==> config.mk <==
export PLATFORM = sky130hd
export DESIGN_NAME = mem_arbiter
export DESIGN_NICKNAME = d
export VERILOG_FILES = /design/src/rtl/mem_arb_pkg.sv /design/src/rtl/arb_pick.sv /design/src/rtl/mem_arbiter.sv
export SDC_FILE = /design/constraint.sdc
export NUM_CORES = 1
export LEC_CHECK = 0
export ABC_CLOCK_PERIOD_IN_PS = 2600
export CORE_MARGIN = 8
export CORE_UTILIZATION = 30
export CTS_BUF_LIST = sky130_fd_sc_hd__clkbuf_8
export DETAILED_ROUTE_END_ITERATION = 10
export PLACE_DENSITY = 0.74
export SLEW_MARGIN = 5
export SYNTH_ARGS = -nofsm -noshare
export SYNTH_HDL_FRONTEND = slang
export SYNTH_SLANG_ARGS = --single-unit
export TNS_END_PERCENT = 5
==> constraint.sdc <==
create_clock -name clk -period 2.6 [get_ports clk]
set_clock_uncertainty 0.2 [all_clocks]
set_input_delay 0.65 -clock clk [delete_from_list [all_inputs] [get_ports clk]]
set_output_delay 0.65 -clock clk [all_outputs]
set_load 0.005 [all_outputs]
==> src/rtl/mem_arb_pkg.sv <==
// Shared types and constants for the two-port memory arbiter.
package mem_arb_pkg;

  typedef enum logic [1:0] {
    IDLE   = 2'd0,
    ACCESS = 2'd1,
    RESP   = 2'd2
  } arb_state_t;

  localparam logic [1:0] WE_READ = 2'b00;
  localparam logic [1:0] WE_WORD = 2'b01;
  localparam logic [1:0] WE_BYTE = 2'b10;
  localparam logic [1:0] WE_HALF = 2'b11;

  localparam logic [1:0] GNT_NONE = 2'b00;
  localparam logic [1:0] GNT_CPU  = 2'b01;
  localparam logic [1:0] GNT_DBG  = 2'b10;

endpackage

==> src/rtl/arb_pick.sv <==
// Combinational 2-way picker returning a one-hot winner.
// MEM_ARB_RR_EN: tie goes to the requester not granted last time;
// otherwise the CPU wins every tie.
module arb_pick
  import mem_arb_pkg::*;
(
  input  logic       cpu_req,
  input  logic       dbg_req,
`ifdef MEM_ARB_RR_EN
  input  logic [1:0] last_gnt,
`endif
  output logic [1:0] winner
);

  // Lone requester always wins; only ties consult the policy.
  always_comb begin
    winner = GNT_NONE;
    if (cpu_req && dbg_req) begin
`ifdef MEM_ARB_RR_EN
      winner = (last_gnt == GNT_CPU) ? GNT_DBG : GNT_CPU;
`else
      winner = GNT_CPU;
`endif
    end else if (cpu_req) begin
      winner = GNT_CPU;
    end else if (dbg_req) begin
      winner = GNT_DBG;
    end
  end

endmodule

==> src/rtl/mem_arbiter.sv <==
// Arbiter sharing one unified memory between the CPU port and a debug/loader
// port. Optional round-robin tie-break is enabled by MEM_ARB_RR_EN.
//
//   state  | meaning
//   IDLE   | no owner; sample requests, latch winner into mem_* outputs
//   ACCESS | memory driven for MEM_LAT cycles; write strobe in first cycle only
//   RESP   | one-cycle ack to the owner; rdata register valid
module mem_arbiter
  import mem_arb_pkg::*;
#(
  parameter int ADDR_W  = 32,
  parameter int DATA_W  = 32,
  parameter int MEM_LAT = 1
) (
  input  logic              clk,
  input  logic              reset,
  input  logic              cpu_req,
  input  logic [1:0]        cpu_we,
  input  logic [ADDR_W-1:0] cpu_addr,
  input  logic [DATA_W-1:0] cpu_wdata,
  output logic              cpu_ack,
  output logic [DATA_W-1:0] cpu_rdata,
  input  logic              dbg_req,
  input  logic [1:0]        dbg_we,
  input  logic [ADDR_W-1:0] dbg_addr,
  input  logic [DATA_W-1:0] dbg_wdata,
  output logic              dbg_ack,
  output logic [DATA_W-1:0] dbg_rdata,
  output logic [ADDR_W-1:0] mem_addr,
  output logic [DATA_W-1:0] mem_wdata,
  output logic [1:0]        mem_we,
  input  logic [DATA_W-1:0] mem_rdata,
  output logic [1:0]        gnt,
  output logic [1:0]        arb_state
);

  localparam int                CNT_W    = $clog2(MEM_LAT + 1);
  localparam logic [CNT_W-1:0] LAT_LAST = CNT_W'(MEM_LAT - 1);

  arb_state_t        state_q, state_d;
  logic [1:0]        gnt_q, gnt_d;
  logic [CNT_W-1:0]  cnt_q, cnt_d;
  logic [ADDR_W-1:0] mem_addr_q, mem_addr_d;
  logic [DATA_W-1:0] mem_wdata_q, mem_wdata_d;
  logic [1:0]        mem_we_q, mem_we_d;
  logic [DATA_W-1:0] cpu_rdata_q, cpu_rdata_d;
  logic [DATA_W-1:0] dbg_rdata_q, dbg_rdata_d;
  logic              cpu_ack_q, cpu_ack_d;
  logic              dbg_ack_q, dbg_ack_d;
  logic [1:0]        winner;

`ifdef MEM_ARB_RR_EN
  logic [1:0]        last_gnt_q, last_gnt_d;
`endif

  arb_pick u_pick (
    .cpu_req  (cpu_req),
    .dbg_req  (dbg_req),
`ifdef MEM_ARB_RR_EN
    .last_gnt (last_gnt_q),
`endif
    .winner   (winner)
  );

  // Next-state, counter and datapath register updates.
  always_comb begin
    state_d     = state_q;
    gnt_d       = gnt_q;
    cnt_d       = cnt_q;
    mem_addr_d  = mem_addr_q;
    mem_wdata_d = mem_wdata_q;
    mem_we_d    = WE_READ;
    cpu_rdata_d = cpu_rdata_q;
    dbg_rdata_d = dbg_rdata_q;
    cpu_ack_d   = 1'b0;
    dbg_ack_d   = 1'b0;
`ifdef MEM_ARB_RR_EN
    last_gnt_d  = last_gnt_q;
`endif
    case (state_q)
      IDLE: begin
        if (winner != GNT_NONE) begin
          state_d = ACCESS;
          gnt_d   = winner;
          cnt_d   = '0;
`ifdef MEM_ARB_RR_EN
          last_gnt_d = winner;
`endif
          if (winner == GNT_CPU) begin
            mem_addr_d  = cpu_addr;
            mem_wdata_d = cpu_wdata;
            mem_we_d    = cpu_we;
          end else begin
            mem_addr_d  = dbg_addr;
            mem_wdata_d = dbg_wdata;
            mem_we_d    = dbg_we;
          end
        end
      end
      ACCESS: begin
        cnt_d = cnt_q + 1'b1;
        if (cnt_q == LAT_LAST) begin
          state_d = RESP;
          if (gnt_q == GNT_CPU) begin
            cpu_rdata_d = mem_rdata;
            cpu_ack_d   = 1'b1;
          end else begin
            dbg_rdata_d = mem_rdata;
            dbg_ack_d   = 1'b1;
          end
        end
      end
      RESP: begin
        state_d = IDLE;
        gnt_d   = GNT_NONE;
      end
      default: begin
        state_d = IDLE;
        gnt_d   = GNT_NONE;
      end
    endcase
  end

  // State and datapath registers with synchronous reset.
  always_ff @(posedge clk) begin
    if (reset) begin
      state_q     <= IDLE;
      gnt_q       <= GNT_NONE;
      cnt_q       <= '0;
      mem_addr_q  <= '0;
      mem_wdata_q <= '0;
      mem_we_q    <= WE_READ;
      cpu_rdata_q <= '0;
      dbg_rdata_q <= '0;
      cpu_ack_q   <= 1'b0;
      dbg_ack_q   <= 1'b0;
`ifdef MEM_ARB_RR_EN
      last_gnt_q  <= GNT_DBG;
`endif
    end else begin
      state_q     <= state_d;
      gnt_q       <= gnt_d;
      cnt_q       <= cnt_d;
      mem_addr_q  <= mem_addr_d;
      mem_wdata_q <= mem_wdata_d;
      mem_we_q    <= mem_we_d;
      cpu_rdata_q <= cpu_rdata_d;
      dbg_rdata_q <= dbg_rdata_d;
      cpu_ack_q   <= cpu_ack_d;
      dbg_ack_q   <= dbg_ack_d;
`ifdef MEM_ARB_RR_EN
      last_gnt_q  <= last_gnt_d;
`endif
    end
  end

  assign cpu_ack   = cpu_ack_q;
  assign dbg_ack   = dbg_ack_q;
  assign cpu_rdata = cpu_rdata_q;
  assign dbg_rdata = dbg_rdata_q;
  assign mem_addr  = mem_addr_q;
  assign mem_wdata = mem_wdata_q;
  assign mem_we    = mem_we_q;
  assign gnt       = gnt_q;
  assign arb_state = state_q;

endmodule
==> results of run 1 <==
-- area by class of cell --
cell class / count / area, um2
clock inverter: 15 / 200
sequential: 137 / 2740
tap: 270 / 338
inverter: 2 / 7.51
fill: 1869 / 10300
multi-input combinational: 378 / 3160
clock buffer: 17 / 234
timing repair buffer: 318 / 3230
-- layer usage --
layer,vias up,global-route usage [%],part of all wire [%]
li1,2598,-,-
met1,2473,18.2,44
met2,215,25.1,45
met3,13,7.66,10
met4,0,4.50,1.2
met5,-,0,0
-- flip-flops by register name (all words and copies together), names as in the netlist --
register	flops
cpu_ack	1
mem_addr	32
arb_state	2
dbg_ack	1
mem_we	2
cpu_rdata	32
mem_wdata	32
gnt	2
cnt_q	1
dbg_rdata	32
-- power by group --
part,internal [uW],switching (uW)
sequential,2280,98.8
clock,1050,895
combinational,834,592
-- metrics by stage --
stage	utilization (%)	area [um2]	cells	setup WS [ps]	hold slack [ps]
4_1_cts	49.0	9910	1137	77.1	278
3_3_place_gp	46.8	9480	1105	337	257
6_report	49.0	9910	1137	160	274
5_1_grt	49.0	9910	1137	44.1	290
2_1_floorplan	-	6200	571	625	259
3_5_place_dp	46.8	9480	1105	315	261
-- cells by family after synthesis --
kind of cell / count (synthesis) / synth area share, %
DFF: 137 / 44.2
AOI/OAI and AO/OA: 133 / 18.3
muxes: 130 / 21.0
and+or+nand+nor: 115 / 11.4
buffers and inverters: 56 / 5.02
-- synth_stat cells (2+ instances only) --
master,instances
a211oi_2,60
nand2b_1,98
inv_1,2
nor2b_1,2
nor2_1,3
dfxtp_1,137
buf_2,15
mux2i_1,130
a21oi_1,66
buf_4,2
buf_6,10
nand2_1,3
nor3_1,4
clkbuf_1,27
a211oi_1,5
-- path summary, 6_finish.rpt --
| path | to | cells after the start | slack, ps |
|---|---|---|---|
| worst max-delay path | arb_state[1] | 1 | 160 |
| worst max register to register | cpu_rdata[16] | 4 | 740 |
| worst min-delay path | cpu_rdata[26] | 2 | 270 |
| worst min register to register | cpu_rdata[26] | 2 | 270 |
==> run_results.csv, run 1 <==
group,metric,value,unit
synthesis,ys_ff_latch,137,
clock_tree,cts_max_path_buffers,2,
setup_path,worstPathArrival,1590,ps
drt,drc_errors,0,
clock_tree,worstSkewPairLatency,430,ps
sta,period_needed,2440,ps
synthesis,postSynth.asyncResetShare,0,%
synthesis,synthTopCellsByArea,"dfxtp_1 44%, mux2i_1 21%, a211oi_2 12%",
floorplanning,io-pin-count,304,
synthesis,syn_inst,571,
synthesis,avgSynthCellArea,10.9,um2
power_and_ir_drop,peakVddDrop,0.357,mV
synthesis,synth_nets,739,
sta,fmax,410,MHz
placement,place.gp.congestion,0.729,
final_layout,mostFrequentLayoutCells,"301 x clkdlybuf4s50_1, 137 x dfxtp_1, 130 x mux2i_1",
grt,grt_pass1_vias,5673,
final_layout,drive_above_1_share,12.9,%
drt,vias,5299,
setup_path,critPathMaxStageDelay,640,ps
setup_path,path_class,"flop to output pin",
status,status,"finished clean",
job,maxCapViolCount,0,
power_and_ir_drop,powerDensity,580,nW/um2
min_path,min_from,"cpu_rdata[26]",
placement,portBuffers,303,
synthesis,synth_warnings,0,
setup_path,worstSetupStartpoint,"arb_state[1]",
synthesis,synth_edf_count,0,
sta,setup_viol,0,
floorplanning,placementRows,52,
placement,dp_hpwl,14900,um
clock_tree,root_buffer,"clkbuf_8",
floorplanning,coreArea,20200,um2
final_layout,mostFrequentLayoutCell,"clkdlybuf4s50_1",
final_layout,antenna_cells,0,
setup_path,cp_num_buf_inv,1,
min_path,min_path_type,"flop to flop",
clock_tree,ctsResizeCount,0,
clock_tree,cts_sinks,137,
setup_path,crit_path_end_kind,"output pin",
setup_path,timing.rr.start,"arb_state[0]",
setup_path,required,1750,ps
grt,grt_max_degree,113,
synthesis,ys.flop_type,"dfxtp_1",
clock_tree,post_cts_buffers,0,
clock_tree,clkTransAtPathRegs,90,ps
grt,grt_use_total,15.6,%
setup_path,crit_fanout,7,
clock_tree,h-tree-depth,4,
drt,drt-total-wl,20300,um
synthesis,synth_top_area_share,44.2,%
setup_path,crit_chain,"clkdlybuf4s50_1",
drt,drtIter0Drc,167,
clock_tree,cts_hold_buf,0,
sta,relSlewSlack,57.8,%
synthesis,syn_area,6200,um2
power_and_ir_drop,p_leak,0.00378,uW
setup_path,crit_path_start_kind,"flop",
drt,viasPerCell,4.66,
grt,grt_pass1_wl,32000,um
clock_tree,cts-buffers-inserted,17,
synthesis,yosysTopAreaCell,"dfxtp_1",
sta,fin_crit_sh,93.8,%
synthesis,ys_seq_area_share,44.2,%
floorplanning,die_y,160,um
floorplanning,dieArea,25500,um2
synthesis,synth_cell_types,22,
sta,rsz0062_at_grt,"no",
grt,antenna_found_initial,0,
sta,tightest_slew,633,ps
drt,ant_nets,0,
final_layout,synthToLayoutAreaGrowth,59.9,%
floorplanning,die_w,160,um
drt,firstDrtPassIters,4,
grt,grt_overflow,0,
setup_path,crit_slowest_cell,"clkdlybuf4s50_1",
sta,slew_violations,0,
final_layout,nets,1022,
setup_path,critPathTopFamily,"buffers and inverters",
clock_tree,tritoncts,"built",
drt,wire_per_inst,17.9,um
floorplanning,start_util,30.6,%
power_and_ir_drop,total_power,5750,uW
sta,hold_viol_final,0,
sta,tns,0,ps
Note: power is estimated with default switching activity, not from simulation.
==> run 2, diff against run 1 <==
==> constraint.sdc (replaced) <==
create_clock -name clk -period 2.6 [get_ports clk]
set_clock_uncertainty 0.2 [all_clocks]
set_input_delay 0.52 -clock clk [delete_from_list [all_inputs] [get_ports clk]]
set_output_delay 0.52 -clock clk [all_outputs]
set_load 0.005 [all_outputs]
==> run 2 against run 1 <==
Effect of this change: cell count fell by 0.62%; combinational power is 3% lower; utilization fell by 0.46 points; sequential share of layout area rose by 0.26 points; clock power barely moved; first-iteration DRC count down 5.4%; total power decreased by 0.50%; flip-flop and latch count unchanged; worst setup slack gained 100 ps; maximum frequency increased by 4.3%; sequential power about the same; critical path depth is the same; largest power group unchanged.
==> run_results.csv, run 2 (same netlist as run 1, synthesis figures left out) <==
group,metric,value,unit
clock_tree,worstSkewPairLatency,430,ps
clock_tree,cts-buffers-inserted,17,
placement,portBuffers,303,
status,status,"finished clean",
final_layout,mostFrequentLayoutCell,"clkdlybuf4s50_1",
power_and_ir_drop,powerDensity,583,nW/um2
sta,tns,0,ps
sta,setup_viol,0,
floorplanning,coreArea,20200,um2
final_layout,fin_area,9820,um2
drt,drtIter0Drc,158,
floorplanning,die_y,160,um
floorplanning,dieArea,25500,um2
setup_path,crit_fanout,7,
sta,tightest_slew,1040,ps
setup_path,r2r_end,"mem_wdata[26]",
setup_path,path_class,"flop to output pin",
clock_tree,cts_hold_buf,0,
clock_tree,cts_max_path_buffers,2,
final_layout,finalCoreUtilization,48.5,%
sta,fin_crit_sh,90.0,%
min_path,min_from,"cpu_rdata[16]",
grt,grt_pass1_wl,32100,um
grt,grt_max_degree,106,
sta,setup_slack,261,ps
setup_path,worstSetupStartpoint,"arb_state[1]",
setup_path,critPathMaxStageDelay,640,ps
placement,dpl_worst_slack,66.6,ps
power_and_ir_drop,peakVddDrop,0.333,mV
floorplanning,io-pin-count,304,
final_layout,seq_area,2740,um2
clock_tree,cts_sinks,137,
final_layout,synthToLayoutAreaGrowth,58.4,%
clock_tree,post_cts_buffers,0,
sta,relSlewSlack,30.4,%
final_layout,antenna_cells,0,
placement,dp.cells,1098,
drt,vias,5236,
clock_tree,root_buffer,"clkbuf_8",
drt,drc_errors,0,
sta,hold_viol_final,0,
floorplanning,die_w,160,um
final_layout,nets,1015,
clock_tree,clkTransAtPathRegs,80,ps
setup_path,worstPathArrival,1620,ps
setup_path,r2r_cells,3,
grt,grt_use_total,15.7,%
setup_path,crit_path_start_kind,"flop",
final_layout,mostFrequentLayoutCells,"301 x clkdlybuf4s50_1, 137 x dfxtp_1, 130 x mux2i_1",
clock_tree,tritoncts,"built",
final_layout,drive_above_1_share,12.2,%
drt,viasPerCell,4.63,
sta,fmax,428,MHz
final_layout,fillers,1839,
grt,grt_overflow,0,
setup_path,crit_slowest_cell,"clkdlybuf4s50_1",
setup_path,cp_num_buf_inv,1,
drt,firstDrtPassIters,6,
placement,place.gp.congestion,0.758,
drt,ant_nets,0,
clock_tree,h-tree-depth,4,
floorplanning,placementRows,52,
drt,drt-total-wl,20500,um
placement,dp_hpwl,14700,um
setup_path,required,1880,ps
clock_tree,ctsResizeCount,0,
sta,slew_violations,0,
sta,rsz0062_at_grt,"no",
job,maxCapViolCount,0,
setup_path,crit_chain,"clkdlybuf4s50_1",
setup_path,crit_path_end_kind,"output pin",
min_path,min_path_type,"flop to flop",
setup_path,cp_num_cells,1,
floorplanning,start_util,30.6,%
setup_path,rrSetupSlack,630,ps
setup_path,critPathTopFamily,"buffers and inverters",
final_layout,multi_input_area,3160,um2
power_and_ir_drop,p_leak,0.00373,uW
grt,antenna_found_initial,0,
grt,grt_pass1_vias,5575,
drt,wire_per_inst,18.1,um
setup_path,crit_path_end,"arb_state[1]",
sta,period_needed,2340,ps
setup_path,timing.rr.start,"arb_state[1]",
final_layout,final-instance-count-excl-fill,1130,
placement,place_area,9390,um2
[run 2: metal layers]
layer	wire length, um	GRT usage [%]	up-vias
met2	9290	25.5	217
li1	-	-	2579
met3	2320	8.10	10
met5	0	0	-
met4	178	4.08	0
met1	8710	17.9	2430
[run 2: tightest hold or removal path: stages (launching register included)]
cell      delay, ps
dfxtp_1         320
nand2b_1         60
mux2i_1          50
[run 2: final cells by class]
class	count	area share, %
multi-input cells	378	32.2
repair buffers	311	32.0
flip-flops and latches	137	27.9
well taps	270	3.44
clock buffers	17	2.38
clock inverters	15	2.01
inverters	2	0.0764
[run 2: power by group]
group / switching [uW] / leakage, uW / internal (uW)
Clock: 901 / 0.000224 / 1050
Sequential: 100 / 0.00113 / 2280
Combinational: 583 / 0.00238 / 807
Total: 1580 / 0.00373 / 4140
[run 2: per-stage QoR]
stage / total power (uW) / hold slack, ps
after global routing: 6020 / 292
after CTS: 5830 / 278
final: 5720 / 274
after floorplan: 3080 / 259
after detailed placement: 3840 / 262
after global placement: 3830 / 259
[run 2: how the worst min path moves through the flow]
| stage | to | slack (ps) | cells past startpoint |
|---|---|---|---|
| 2_1_floorplan | arb_state[0] | 260 | 2 |
| 3_3_place_gp | cpu_rdata[25] | 260 | 2 |
| 3_5_place_dp | cpu_rdata[23] | 260 | 2 |
| 4_1_cts | cpu_rdata[12] | 280 | 2 |
| 5_1_grt | cpu_rdata[15] | 290 | 2 |
| 6_report | cpu_rdata[16] | 270 | 2 |
==> run 3, diff against run 2 <==
--- a/config.mk
+++ b/config.mk
@@ -7,10 +7,10 @@
 export LEC_CHECK = 0
 export ABC_CLOCK_PERIOD_IN_PS = 2600
 export CORE_MARGIN = 8
-export CORE_UTILIZATION = 30
+export CORE_UTILIZATION = 45
 export CTS_BUF_LIST = sky130_fd_sc_hd__clkbuf_8
 export DETAILED_ROUTE_END_ITERATION = 10
-export PLACE_DENSITY = 0.74
+export PLACE_DENSITY = 0.95
 export SLEW_MARGIN = 5
 export SYNTH_ARGS = -nofsm -noshare
 export SYNTH_HDL_FRONTEND = slang
==> run 3 against run 2 <==
Effect of this change: sequential share of layout area is 0.27 points higher; hold slack worse by 1.5 ps; first-iteration DRC count up 110%; utilization up 23 points; global-route usage increased by 7.4 points; critical path type unchanged.
==> run_results.csv, run 3 (same netlist as run 1, synthesis figures left out) <==
group,metric,value,unit
status,status,"finished clean",
drt,drtIter0Drc,329,
drt,met2RoutedLength,10400,um
drt,firstDrtPassIters,4,
setup_path,worstSetupStartpoint,"arb_state[0]",
setup_path,required,1880,ps
min_path,min_from,"cpu_rdata[19]",
power_and_ir_drop,combPwrFrac,25.0,%
floorplanning,dieArea,17800,um2
final_layout,fin_area,9730,um2
clock_tree,root_buffer,"clkbuf_8",
final_layout,seq_area,2740,um2
final_layout,fillers,990,
setup_path,crit_fanout,7,
clock_tree,h-tree-depth,4,
drt,vias,5355,
grt,grt_pass1_vias,5675,
grt,grt_pass1_wl,32300,um
setup_path,path_class,"flop to output pin",
drt,drc_errors,0,
final_layout,mostFrequentLayoutCell,"clkdlybuf4s50_1",
final_layout,nets,1019,
power_and_ir_drop,p_int,4110,uW
sta,tightest_slew,1010,ps
sta,slew_violations,0,
job,maxCapViolCount,0,
power_and_ir_drop,pwr-share-seq,42.5,%
drt,viasPerCell,5.12,
floorplanning,io-pin-count,304,
power_and_ir_drop,pwr-share-clk,32.5,%
sta,tns,0,ps
final_layout,drive_above_1_share,12.7,%
final_layout,mostFrequentLayoutCells,"301 x clkdlybuf4s50_1, 137 x dfxtp_1, 130 x mux2i_1",
setup_path,crit_path_start_kind,"flop",
power_and_ir_drop,powerDensity,579,nW/um2
grt,antenna_found_initial,0,
setup_path,critPathMaxStageDelay,630,ps
clock_tree,cts-buffers-inserted,17,
power_and_ir_drop,peakVddDrop,0.400,mV
final_layout,finalCoreUtilization,71.2,%
sta,period_needed,2300,ps
setup_path,cp_num_cells,1,
floorplanning,die_y,133,um
placement,place_area,9300,um2
sta,rsz0062_at_grt,"no",
clock_tree,cts_max_path_buffers,2,
final_layout,synthToLayoutAreaGrowth,56.9,%
placement,portBuffers,303,
placement,dp_hpwl,15800,um
drt,ant_nets,0,
sta,holdWs,272,ps
floorplanning,coreArea,13700,um2
clock_tree,cts_hold_buf,0,
setup_path,crit_chain,"clkdlybuf4s50_1",
floorplanning,placementRows,43,
sta,fin_crit_sh,88.4,%
setup_path,worstPathArrival,1580,ps
setup_path,critPathTopFamily,"buffers and inverters",
setup_path,r2r_cells,4,
setup_path,cp_num_buf_inv,1,
min_path,min_path_type,"flop to flop",
power_and_ir_drop,switching_power,1520,uW
setup_path,timing.rr.start,"arb_state[0]",
floorplanning,die_w,133,um
clock_tree,clkTransAtPathRegs,80,ps
floorplanning,start_util,45.4,%
sta,fmax,435,MHz
power_and_ir_drop,switching_share,27.0,%
grt,grt_use_total,23.0,%
setup_path,crit_slowest_cell,"clkdlybuf4s50_1",
clock_tree,post_cts_buffers,0,
sta,hold_viol_final,0,
power_and_ir_drop,p_leak,0.00374,uW
clock_tree,worstSkewPairLatency,430,ps
clock_tree,cts_sinks,137,
final_layout,multi_input_area,3160,um2
drt,wire_per_inst,20.0,um
min_path,hold_depth,2,
drt,met1_length,8040,um
setup_path,crit_path_end_kind,"output pin",
drt,wl_met3,1980,um
clock_tree,tritoncts,"built",
drt,drt-total-wl,20900,um
sta,relSlewSlack,32.8,%
grt,grt_overflow,0,
placement,place.gp.congestion,0.782,
grt,grt_max_degree,72,
sta,setup_viol,0,
drt,top_layer,"met4",
clock_tree,ctsResizeCount,0,
## run 3: cell types whose count changed in the layout (fill, tap and decap cells not counted), sizes merged
| cell | change |
|---|---|
| buf | +4 |
| clkinv | -1 |
| bufinv | -1 |
| clkinvlp | +3 |
| diode | +1 |
| clkbuf | +3 |
| inv | -4 |
## run 3: through the flow
stage | power, uW | setup WS (ps) | instances
floorplan | 3080 | 755 | 571
global placement | 3820 | 88.2 | 1012
detailed placement | 3850 | 42.7 | 1012
CTS | 5700 | 265 | 1044
global route | 5890 | 243 | 1044
finish | 5640 | 302 | 1045
## run 3: final cells by class
| cell class | count | share of cell area (%) |
|---|---|---|
| timing repair buffer | 315 | 32.6 |
| multi-input combinational | 378 | 32.5 |
| sequential | 137 | 28.2 |
| clock buffer | 20 | 2.83 |
| tap | 180 | 2.32 |
| clock inverter | 12 | 1.52 |
| inverter | 2 | 0.0772 |
| antenna | 1 | 0.0257 |
## run 3: power groups by stage
stage          Combinational [uW]  Sequential, uW  Clock [uW]
2_1_floorplan                 645            2440           0
3_5_place_dp                 1420            2440           0
4_1_cts                      1430            2390        1880
3_3_place_gp                 1390            2430           0
6_report                     1410            2390        1830
5_1_grt                      1500            2410        1970
## run 3: final timing paths
check | end | slack [ps]
min | cpu_rdata[19] | 270
max reg2reg | cpu_rdata[25] | 540
min reg2reg | cpu_rdata[19] | 270
max | arb_state[0] | 300
## run 3: tightest hold or removal path, stage by stage, from the launching register on
cell and delay, ps:
dfxtp_1 320, nand2b_1 60, mux2i_1 50
## run 3: layer usage
metal | global-route usage [%] | up-vias
li1 | - | 2581
met1 | 24.9 | 2505
met2 | 39.1 | 238
met3 | 9.49 | 31
met4 | 9.36 | 0
met5 | 0 | -
